--- src/rtl/l1_mem_arbiter_pkg.sv ---
// Types shared by the L1 memory arbiter and its read-tag FIFO.
package cva5_types;

  typedef enum logic {
    L1_DCACHE = 1'b0,
    L1_ICACHE = 1'b1
  } l1_id_t;

  typedef struct packed {
    l1_id_t     id;
    logic [4:0] rlen;
  } l1_rd_tag_t;

  function automatic l1_id_t l1_other(input l1_id_t id);
    return (id == L1_DCACHE) ? L1_ICACHE : L1_DCACHE;
  endfunction

endpackage

--- src/rtl/l1_mem_arbiter_rd_tag_fifo.sv ---
// In-order FIFO of accepted read bursts; head is a registered slot read combinationally.
module l1_rd_tag_fifo
  import cva5_types::*;
#(
  parameter int DEPTH = 4,
  parameter int WIDTH = $bits(l1_rd_tag_t)
) (
  input  logic             clk,
  input  logic             rst_n,
  input  logic             push_i,
  input  logic [WIDTH-1:0] wdata_i,
  input  logic             pop_i,
  output logic [WIDTH-1:0] head_o,
  output logic             full_o,
  output logic             empty_o
);
  localparam int AW = $clog2(DEPTH);
  localparam logic [AW:0] FULL_CNT = (AW + 1)'(DEPTH);

  logic [WIDTH-1:0] mem_q [DEPTH];
  logic [AW-1:0]    rd_ptr_q, wr_ptr_q;
  logic [AW:0]      count_q;

  always_ff @(posedge clk or negedge rst_n) begin
    if (!rst_n) begin
      rd_ptr_q <= '0;
      wr_ptr_q <= '0;
      count_q  <= '0;
    end else begin
      if (push_i) wr_ptr_q <= wr_ptr_q + 1'b1;
      if (pop_i)  rd_ptr_q <= rd_ptr_q + 1'b1;
      case ({push_i, pop_i})
        2'b10:   count_q <= count_q + 1'b1;
        2'b01:   count_q <= count_q - 1'b1;
        default: count_q <= count_q;
      endcase
    end
  end

  // Storage needs no reset: only slots below count_q are ever observed.
  always_ff @(posedge clk) begin
    if (push_i) mem_q[wr_ptr_q] <= wdata_i;
  end

  assign head_o  = mem_q[rd_ptr_q];
  assign full_o  = (count_q == FULL_CNT);
  assign empty_o = (count_q == '0);

  a_no_push_full: assert property (@(posedge clk) disable iff (!rst_n) !(push_i && full_o));
  a_no_pop_empty: assert property (@(posedge clk) disable iff (!rst_n) !(pop_i && empty_o));

endmodule

--- src/rtl/l1_mem_arbiter.sv ---
// Round-robin arbiter sharing one L1 memory port between dcache and icache, with read-beat routing.
module l1_mem_arbiter
  import cva5_types::*;
#(
  parameter int RD_TAGS = 4
) (
  input  logic        clk,
  input  logic        rst_n,
  input  logic        d_request,
  input  logic [29:0] d_addr,
  input  logic        d_rnw,
  input  logic [4:0]  d_rlen,
  input  logic [31:0] d_wdata,
  input  logic [3:0]  d_wbe,
  output logic        d_ack,
  output logic        d_rvalid,
  output logic [31:0] d_rdata,
  output logic        d_write_outstanding,
  input  logic        i_request,
  input  logic [29:0] i_addr,
  input  logic [4:0]  i_rlen,
  output logic        i_ack,
  output logic        i_rvalid,
  output logic [31:0] i_rdata,
  output logic        m_request,
  output logic [29:0] m_addr,
  output logic        m_rnw,
  output logic [4:0]  m_rlen,
  output logic [31:0] m_wdata,
  output logic [3:0]  m_wbe,
  input  logic        m_ack,
  input  logic        m_rvalid,
  input  logic [31:0] m_rdata,
  input  logic        m_write_outstanding
);
  l1_id_t     gnt_id, rr_last_q, rr_last_d, lock_id_q, lock_id_d;
  logic       lock_q, lock_d;
  logic [4:0] beat_q, beat_d;
  logic       tag_full, tag_empty, d_elig, i_elig, accept, beat_valid, last_beat;
  l1_rd_tag_t push_tag, head_tag;
  logic [$bits(l1_rd_tag_t)-1:0] head_raw;

  // Full is the registered count only, so a pop this cycle does not free a slot until next cycle.
  assign d_elig = d_request & (~d_rnw | ~tag_full);
  assign i_elig = i_request & ~tag_full;

  always_comb begin
    gnt_id = L1_DCACHE;
    if (lock_q)               gnt_id = lock_id_q;
    else if (d_elig && i_elig) gnt_id = l1_other(rr_last_q);
    else if (i_elig)          gnt_id = L1_ICACHE;
  end

  always_comb begin
    m_request = d_elig;
    m_addr    = d_addr;
    m_rnw     = d_rnw;
    m_rlen    = d_rlen;
    m_wdata   = d_wdata;
    m_wbe     = d_wbe;
    if (gnt_id == L1_ICACHE) begin
      m_request = i_elig;
      m_addr    = i_addr;
      m_rnw     = 1'b1;
      m_rlen    = i_rlen;
      m_wdata   = '0;
      m_wbe     = '0;
    end
  end

  assign accept = m_request & m_ack;
  assign d_ack  = accept & (gnt_id == L1_DCACHE);
  assign i_ack  = accept & (gnt_id == L1_ICACHE);

  always_comb begin
    lock_d    = lock_q;
    lock_id_d = lock_id_q;
    rr_last_d = rr_last_q;
    if (accept) begin
      lock_d    = 1'b0;
      rr_last_d = gnt_id;
    end else if (m_request) begin
      lock_d    = 1'b1;
      lock_id_d = gnt_id;
    end
  end

  assign push_tag   = '{id: gnt_id, rlen: m_rlen};
  assign head_tag   = l1_rd_tag_t'(head_raw);
  assign beat_valid = m_rvalid & ~tag_empty;
  assign last_beat  = beat_valid & (beat_q == head_tag.rlen);
  assign beat_d     = !beat_valid ? beat_q : (last_beat ? 5'd0 : beat_q + 5'd1);

  assign d_rvalid = beat_valid & (head_tag.id == L1_DCACHE);
  assign i_rvalid = beat_valid & (head_tag.id == L1_ICACHE);
  assign d_rdata  = m_rdata;
  assign i_rdata  = m_rdata;
  assign d_write_outstanding = m_write_outstanding;

  always_ff @(posedge clk or negedge rst_n) begin
    if (!rst_n) begin
      lock_q    <= 1'b0;
      lock_id_q <= L1_DCACHE;
      rr_last_q <= L1_ICACHE;
      beat_q    <= '0;
    end else begin
      lock_q    <= lock_d;
      lock_id_q <= lock_id_d;
      rr_last_q <= rr_last_d;
      beat_q    <= beat_d;
    end
  end

  l1_rd_tag_fifo #(.DEPTH(RD_TAGS), .WIDTH($bits(l1_rd_tag_t))) u_rd_tag_fifo (
    .clk     (clk),
    .rst_n   (rst_n),
    .push_i  (accept & m_rnw),
    .wdata_i (push_tag),
    .pop_i   (last_beat),
    .head_o  (head_raw),
    .full_o  (tag_full),
    .empty_o (tag_empty)
  );

  a_rvalid_not_empty: assert property (@(posedge clk) disable iff (!rst_n) m_rvalid |-> !tag_empty);
  a_d_stable: assert property (@(posedge clk) disable iff (!rst_n)
    (d_request && !d_ack) |=> (d_request && $stable({d_addr, d_rnw, d_rlen, d_wdata, d_wbe})));
  a_i_stable: assert property (@(posedge clk) disable iff (!rst_n)
    (i_request && !i_ack) |=> (i_request && $stable({i_addr, i_rlen})));

endmodule

--- config.mk ---
export PLATFORM = sky130hd
export DESIGN_NAME = l1_mem_arbiter
export DESIGN_NICKNAME = d
export VERILOG_FILES = /design/src/rtl/l1_mem_arbiter_pkg.sv /design/src/rtl/l1_mem_arbiter_rd_tag_fifo.sv /design/src/rtl/l1_mem_arbiter.sv
export SDC_FILE = /design/constraint.sdc
export NUM_CORES = 1
export LEC_CHECK = 0
export BUFFER_PORTS_ARGS = -buffer_cell sky130_fd_sc_hd__buf_2
export CORE_AREA = 3 3 110 112
export CTS_BUF_LIST = sky130_fd_sc_hd__clkbuf_8
export DETAILED_ROUTE_END_ITERATION = 7
export DIE_AREA = 0 0 113 115
export PLACE_DENSITY = 0.69
export SYNTH_ARGS = -nofsm -noshare
export SYNTH_HDL_FRONTEND = slang
export SYNTH_SLANG_ARGS = --single-unit
--- constraint.sdc ---
create_clock -name clk -period 4.4 [get_ports clk]
set_input_delay 0.44 -clock clk [delete_from_list [all_inputs] [get_ports clk]]
set_output_delay 0.44 -clock clk [all_outputs]
set_load 0.005 [all_outputs]
==> summary.txt, run 1 <==
Outcome
  • Outcome: completed

Drt
  • Drt initial violations: roughly 120
  • Drc violations: 0
  • Detailed-route vias per instance: roughly 4.3
  • DRT Pass-1 Iters: 4
  • Final ANT Viol Nets: 0
  • WL final: 10.2 mm
  • Vias: 2665
  • Avg WL per Cell: 16.3 um

Timing
  • Worst slew margin: between 50 and 60%
  • Final Max Slew Viols: 0
  • Final TNS setup: 0 ps
  • Skew final: roughly 6.7 ps
  • Post-layout min period: 2940 ps
  • Fmax achieved: around 340 MHz
  • Setup violations, final: 0
  • Fin. Hold Viols: 0
  • Final period util: approximately two thirds
  • RSZ-0062 raised after global routing: false
  • Measured slew at the worst slew-check pin: around 660 ps
  • Hold_ws: ~44 ps

Power
  • Worst VDD drop: 0.268 mV
  • Pwr Density: about 620 nW/um2
  • Sw frac: between 40% and 50%
  • Share of power burned in combinational logic: approximately three fifths
  • Leakage: approximately 2 nW
  • Clock power share: between 10 and 15%
  • Net Sw Power: between 0.001 and 0.0015 W
  • Seq pwr share: 28.2%
  • Cell internal pwr: between 0.001 and 0.0015 W

Clocking
  • Post-CTS Hold Buffers: 0
  • CTS H-tree depth: 2
  • Setup Fix Bufs, Post-CTS: 0
  • Clock buffer depth: 2
  • Worst skew pair latency: about 300 ps
  • CTS tree: built
  • Clock Root Buffer: clkbuf_8
  • Clock transition at path regs: about 80 ps
  • Clk sinks: 39
  • Total CTS buffers: 5
  • CTS-repair resized insts: 0

Finish
  • Storage cell area: 1100 um2
  • N_diodes: 0
  • Cell area after layout: 3710 um2
  • Layout cells sized above 1: a little over two fifths
  • Final std cells w/o fill: about 620
  • Final nets: about 630
  • Fillers: 1181
  • Multi-input combinational cell area: between 1000 and 1500 um2
  • P&R area growth vs syn: 22.4%

Global route
  • First-pass GRT wire length: 15.1 mm
  • Met1 usage: a little under a fifth
  • Vias in the first global route: approximately 2500
  • GRT busiest layer: met2
  • Initial antenna violation count: 0
  • Largest net degree at the start of global routing: 76
  • Met3 usage: 7.11%
  • Routing usage on met2: between 20% and 30%
  • Total gr overflow: 0
  • GRT Total Usage: 15.0%

Placement
  • Final HPWL from detailed placement: slightly below 9 mm
  • Placed Cells: approximately 620
  • RePlAce Congestion: ~0.87
  • Area of placed instances: approximately 3600 um2
  • Port Buf Inserts: 189

Floorplan
  • Die X: 113 um
  • Die area: 13000 um2
  • Core footprint: between 10000 and 15000 um2
  • Num rows: 39
  • Initial Utilization: between 20 and 30%
  • IO Count: 288
  • DIE HEIGHT: 115 um

Yosys
  • Mapped cell area: around 3000 um2
  • Synth Area in Compound Gates: 3.63%
  • Number of synthesized flops with an enable pin: 24
  • XOR/XNOR Fraction of Synth Area: under 10%
  • Synth Flop Type: edfxtp_1
  • Largest family of logic cells by synthesized area: simple AND/OR/NAND/NOR gates
  • Synth Instances: roughly 360
  • Yosys cell types: 44
  • Seq/Total Area, Yosys: a little over a third
  • Synth Area in Simple Gates: 27.8%
  • Avg Inst Size Synth: approximately 8.4 um2
  • Async set-reset flop share out of synthesis: between 30% and 40%
  • Syn nets: 514
  • Seq cells post-synth: 39
  • Synth Warn #: 0
  • Adder-Cell Fraction of Synth Area: under 10%
  • Post-synthesis mux area share: 4.75%

Critical path
  • R2R setup slack: approximately 1500 ps
  • Crit-path cells: mux2i_1 > xnor2_1 > nor4_1 > nand3_1 > a21oi_2 > ha_1 > inv_1 > fa_1 > xor2_1 > nor2_1 > xor2_1
  • CP max-delay cell: dfrtp_1
  • CP startpoint: u_rd_tag_fifo.rd_ptr_q[1]
  • Critical Path Sink Type: flip-flop
  • Critical R2R Capture: u_rd_tag_fifo.count_q[2]
  • Crit path required time: 4620 ps
  • WP data arrival: approximately 3200 ps
  • Worst path depth: 11
  • Crit path max fanout: 12
  • FF-to-FF Start: u_rd_tag_fifo.rd_ptr_q[1]
  • Reg2Reg Depth: 11
  • CP top delay family: flip-flops
  • CP Launch Type: flip-flop
  • CP Buf/Inv Count: 1
  • End of the critical path: u_rd_tag_fifo.count_q[2]
  • WS Path Type: flip-flop to flip-flop
  • Crit-path most repeated cell: xor2_1
  • CP peak stage delay: 720 ps

Flow run
  • Maximum capacitance violations: 0

Min path
  • Hold Path Class: primary input to async pin
## worst register-to-register path: cells and delay by family, from the launching register on
family | cells | cell delay [ps]
buffers and inverters | 1 | 60
muxes | 1 | 300
DFF | 1 | 720
adders and majority gates | 2 | 590
xor gates and xnor gates | 3 | 380
AOI/OAI and AO/OA | 1 | 220
and+or+nand+nor | 3 | 610
## cells by family after synthesis
kind of cell | count (synthesis)
AO/OA/AOI/OAI | 17
XOR/XNOR | 16
adder cells (fa/ha/maj) | 7
buffers and inverters | 90
flip-flops | 39
multiplexers | 13
AND/OR/NAND/NOR | 179
## metrics by stage
| stage | setup slack (ps) | power, W | utilization (%) |
|---|---|---|---|
| after global routing | 1170 | 0.00251 | 32.7 |
| final | 1460 | 0.00229 | 32.7 |
| after floorplan | 1870 | 0.00151 | - |
| after global placement | 1490 | 0.00203 | 31.9 |
| after CTS | 1430 | 0.00234 | 32.7 |
| after detailed placement | 1450 | 0.00209 | 31.9 |
## registers in the layout (all words and copies together), names as in the netlist
| signal | count |
|---|---|
| lock_id_q | 1 |
| u_rd_tag_fifo.wr_ptr_q | 2 |
| u_rd_tag_fifo.rd_ptr_q | 2 |
| u_rd_tag_fifo.mem_q | 24 |
| lock_q | 1 |
| u_rd_tag_fifo.count_q | 3 |
| rr_last_q | 1 |
| beat_q | 5 |
## power groups by stage
| stage | logic [W] | clock network, W | registers, W |
|---|---|---|---|
| 3_3_place_gp | 0.00138 | 0 | 0.000645 |
| 6_report | 0.00140 | 0.000248 | 0.000646 |
| 4_1_cts | 0.00144 | 0.000255 | 0.000646 |
| 5_1_grt | 0.00158 | 0.000273 | 0.000659 |
| 3_5_place_dp | 0.00143 | 0 | 0.000654 |
| 2_1_floorplan | 0.000913 | 0 | 0.000601 |
## layout by cell type (no fill, tap or decap), types with 2 or more instances in the layout
cell	netlist	routed
buf_2	7	189
nand2_1	113	113
and2_1	42	42
edfxtp_1	24	24
dfrtp_1	14	14
xnor2_1	12	12
mux2i_1	11	11
inv_1	9	9
nand3_1	6	6
ha_1	6	6
a21oi_1	5	5
clkbuf_8	0	5
nor2_1	4	4
xor2_1	4	4
o21ai_1	4	4
nor3_1	2	2
clkinvlp_4	0	2
buf_4	65	2
## area by class of cell
class	count	area share, %
Multi-Input combinational cell	232	36.1
Sequential cell	39	29.6
Timing Repair Buffer	191	25.9
Tap cell	143	4.83
Clock buffer	5	1.86
Inverter	10	1.01
Clock inverter	3	0.641
## synth_stat cells, types with 2 or more instances
cell	instances	area, um2
xor2_1	4	35.0
a21oi_2	2	17.5
o21ai_1	4	20.0
mux2i_1	11	110
buf_4	65	488
inv_1	9	33.8
edfxtp_1	24	721
and2_1	42	263
nand3_1	6	30.0
nor2_1	4	15.0
nand2_1	113	424
ha_1	6	75.1
dfrtp_1	14	350
buf_2	7	35.0
xnor2_1	12	105
nor3_1	2	10.0
clkbuf_1	5	18.8
a21oi_1	5	25.0
## per-layer routing
metal	part of all wire [%]	wire [um]	vias up
met5	0	0	-
met1	38	3910	1175
met3	12	1220	8
li1	-	-	1322
met2	49	4970	160
met4	0.75	76	0
## worst min-delay path by stage
stage | from | endpoint | slack, ps
final | rst_n | beat_q[1] | 40
after global routing | rst_n | u_rd_tag_fifo.wr_ptr_q[1] | 60
after CTS | rst_n | beat_q[1] | 50
after detailed placement | rst_n | u_rd_tag_fifo.count_q[2] | 370
after global placement | rst_n | beat_q[1] | 360
after floorplan | rst_n | beat_q[0] | 140
Note: power is estimated with default switching activity, not from simulation.
==> run 2, diff against run 1 <==
--- a/config.mk
+++ b/config.mk
@@ -6,11 +6,11 @@
 export NUM_CORES = 1
 export LEC_CHECK = 0
 export BUFFER_PORTS_ARGS = -buffer_cell sky130_fd_sc_hd__buf_2
-export CORE_AREA = 3 3 110 112
+export CORE_AREA = 3 3 111 113
 export CTS_BUF_LIST = sky130_fd_sc_hd__clkbuf_8
 export DETAILED_ROUTE_END_ITERATION = 7
-export DIE_AREA = 0 0 113 115
-export PLACE_DENSITY = 0.69
+export DIE_AREA = 0 0 114 116
+export PLACE_DENSITY = 0.68
 export SYNTH_ARGS = -nofsm -noshare
 export SYNTH_HDL_FRONTEND = slang
 export SYNTH_SLANG_ARGS = --single-unit
==> constraint.sdc (replaced) <==
create_clock -name clk -period 2.9 [get_ports clk]
set_input_delay 0.29 -clock clk [delete_from_list [all_inputs] [get_ports clk]]
set_output_delay 0.29 -clock clk [all_outputs]
set_load 0.005 [all_outputs]
==> summary.txt, run 2 (same netlist as run 1, synthesis figures left out) <==
Clocking
  • Clock buffer depth: 2 (unchanged)
  • Clk sinks: 39 (unchanged)
  • Clock Root Buffer: clkbuf_8
  • Total CTS buffers: 5 (unchanged)
  • CTS tree: built
  • CTS H-tree depth: 2 (unchanged)
  • Worst skew pair latency: 290 ps (about the same)
  • Clock transition at path regs: 70 ps (about the same)

Drt
  • Drt initial violations: 102 (-18%)
  • WL final: 10.5 mm (+2.9%)
  • Drc violations: 0 (unchanged)
  • Detailed-route vias per instance: 4.37 (+2.1%)
  • Vias: 2755 (+3.4%)
  • DRT Pass-1 Iters: 6 (+2)
  • Final ANT Viol Nets: 0 (unchanged)
  • Avg WL per Cell: 16.6 um (+1.6%)

Outcome
  • Outcome: completed

Global route
  • Largest net degree at the start of global routing: 76 (unchanged)
  • First-pass GRT wire length: 15.0 mm (-0.73%)
  • GRT Total Usage: 14.7% (-0.37 points)
  • Vias in the first global route: 2627 (+3.3%)
  • Initial antenna violation count: 0 (unchanged)
  • Total gr overflow: 0 (unchanged)

Power
  • Pwr Density: 946 nW/um2 (+53%)
  • Post-layout power: 0.00360 W (+57%)
  • Leakage: 2.00 nW (+2.8%)
  • Worst VDD drop: 0.409 mV (+52%)

Critical path
  • CP top delay family: simple AND/OR/NAND/NOR gates
  • CP Launch Type: flip-flop
  • Crit path max fanout: 6 (-6)
  • Critical Path Sink Type: flip-flop
  • Crit path required time: 3110 ps (-1510 ps)
  • CP peak stage delay: 430 ps (-290 ps)
  • Crit-path cells: buf_4 > mux2i_1 > xnor2_1 > nor4_2 > nand3_2 > a21oi_4 > ha_2 > inv_1 > fa_1 > xor2_1 > nor2_1 > xor2_1
  • Crit-path most repeated cell: xor2_1
  • WS Path Type: flip-flop to flip-flop
  • WP data arrival: 2920 ps (-240 ps)
  • CP Buf/Inv Count: 2 (+1)
  • CP max-delay cell: dfrtp_2

Placement
  • Port Buf Inserts: 189 (unchanged)
  • RePlAce Congestion: 0.891 (+1.9%)
  • DP Worst Slack: 116 ps (-1330 ps)
  • Final HPWL from detailed placement: 9.00 mm (+1.6%)

Timing
  • Setup violations, final: 0 (unchanged)
  • Fin. Hold Viols: 0 (unchanged)
  • Final Max Slew Viols: 0 (unchanged)
  • Fmax achieved: 369 MHz (+8.4%)
  • Hold_ws: 281 ps (+238 ps)
  • Final worst slack: 188 ps (-1270 ps)
  • Measured slew at the worst slew-check pin: 493 ps (-166 ps)
  • Skew final: 3.02 ps (-3.71 ps)
  • Worst slew margin: 66.8% (+11 points)
  • Final period util: 93.5% (+27 points)
  • Post-layout min period: 2710 ps (-228 ps)

Finish
  • Top flop regs: u_rd_tag_fifo.mem_q x24, beat_q x5, u_rd_tag_fifo.count_q x3
  • Commonest non-fill, non-tap cell in the layout: buf_2
  • N_diodes: 0 (unchanged)
  • Final nets: 640 (+1.3%)
  • Biggest register: u_rd_tag_fifo.mem_q
  • Layout cells sized above 1: 44.9% (+1.1 points)
  • P&R area growth vs syn: 25.6%
  • Most frequent cells in the layout: 189 x buf_2, 113 x nand2_1, 42 x and2_1, 24 x edfxtp_1, 13 x dfrtp_1
  • Max reg flops: 24 (unchanged)

Floorplan
  • Die area: 13200 um2 (+1.8%)
  • Die X: 114 um (+0.88%)
  • Initial Utilization: 26.5% (-0.23 points)
  • IO Count: 288 (unchanged)
  • DIE HEIGHT: 116 um (+0.87%)
  • Num rows: 39 (unchanged)
  • Core footprint: 11400 um2 (+0.86%)

Min path
  • Hold Path Class: primary input to flip-flop

Flow run
  • Maximum capacitance violations: 0 (unchanged)
## run 2: cell type report
cell class                      instances  area [um2]
Inverter                               10        37.5
Clock inverter                          3        43.8
Timing Repair Buffer                  199        1030
Clock buffer                            5        68.8
Sequential cell                        39        1100
Multi-Input combinational cell        232        1350
Fill cell                            1200        7610
Tap cell                              143         179
## run 2: metal layers
| metal | GRT usage [%] | share of wire (%) | vias up |
|---|---|---|---|
| met5 | 0 | 0 | - |
| met1 | 17.3 | 38 | 1245 |
| met2 | 24.6 | 49 | 160 |
| li1 | - | - | 1336 |
| met3 | 7.10 | 12 | 14 |
| met4 | 2.69 | 1.2 | 0 |
## run 2: power breakdown
group          switching [W]  internal [W]
registers           0.000158      0.000805
logic                0.00123      0.000958
clock network       0.000189      0.000256
## run 2: what timing repair did
| action | in CTS | in global routing |
|---|---|---|
| gates resized for setup | 0 | 4 |
| hold buffers | 1 | 0 |
| setup buffers | 0 | 3 |
| hold endpoints to repair | 14 | 0 |
| setup endpoints to repair | 0 | 5 |
## run 2: worst reg2reg max path, cell delays in order, from the launching register on
cell and delay (ps):
dfrtp_2 430, buf_4 170, mux2i_1 220, xnor2_1 100, nor4_2 300, nand3_2 170, a21oi_4 210, ha_2 210
inv_1 50, fa_1 370, xor2_1 150, nor2_1 120, xor2_1 160
## run 2: per-stage QoR
| step | instances | utilization [%] | setup TNS [ps] | cell area (um2) |
|---|---|---|---|---|
| finish | 631 | 33.3 | 0 | 3800 |
| global route | 631 | 33.3 | -9.08 | 3800 |
| CTS | 628 | 33.0 | 0 | 3770 |
| detailed placement | 619 | 31.9 | 0 | 3640 |
| global placement | 619 | 31.9 | 0 | 3640 |
| floorplan | 361 | - | 0 | 3030 |
## run 2: final timing paths
check | start | endpoint | slack, ps | depth (start not counted)
worst max-delay path | u_rd_tag_fifo.rd_ptr_q[1] | u_rd_tag_fifo.count_q[2] | 190 | 12
min in group asynchronous | rst_n | beat_q[4] | 440 | 2
worst min-delay path | m_ack | lock_id_q | 280 | 3
worst max register to register | u_rd_tag_fifo.rd_ptr_q[1] | u_rd_tag_fifo.count_q[2] | 190 | 12
worst min register to register | rr_last_q | rr_last_q | 510 | 2
max in group asynchronous | rst_n | rr_last_q | 2160 | 2
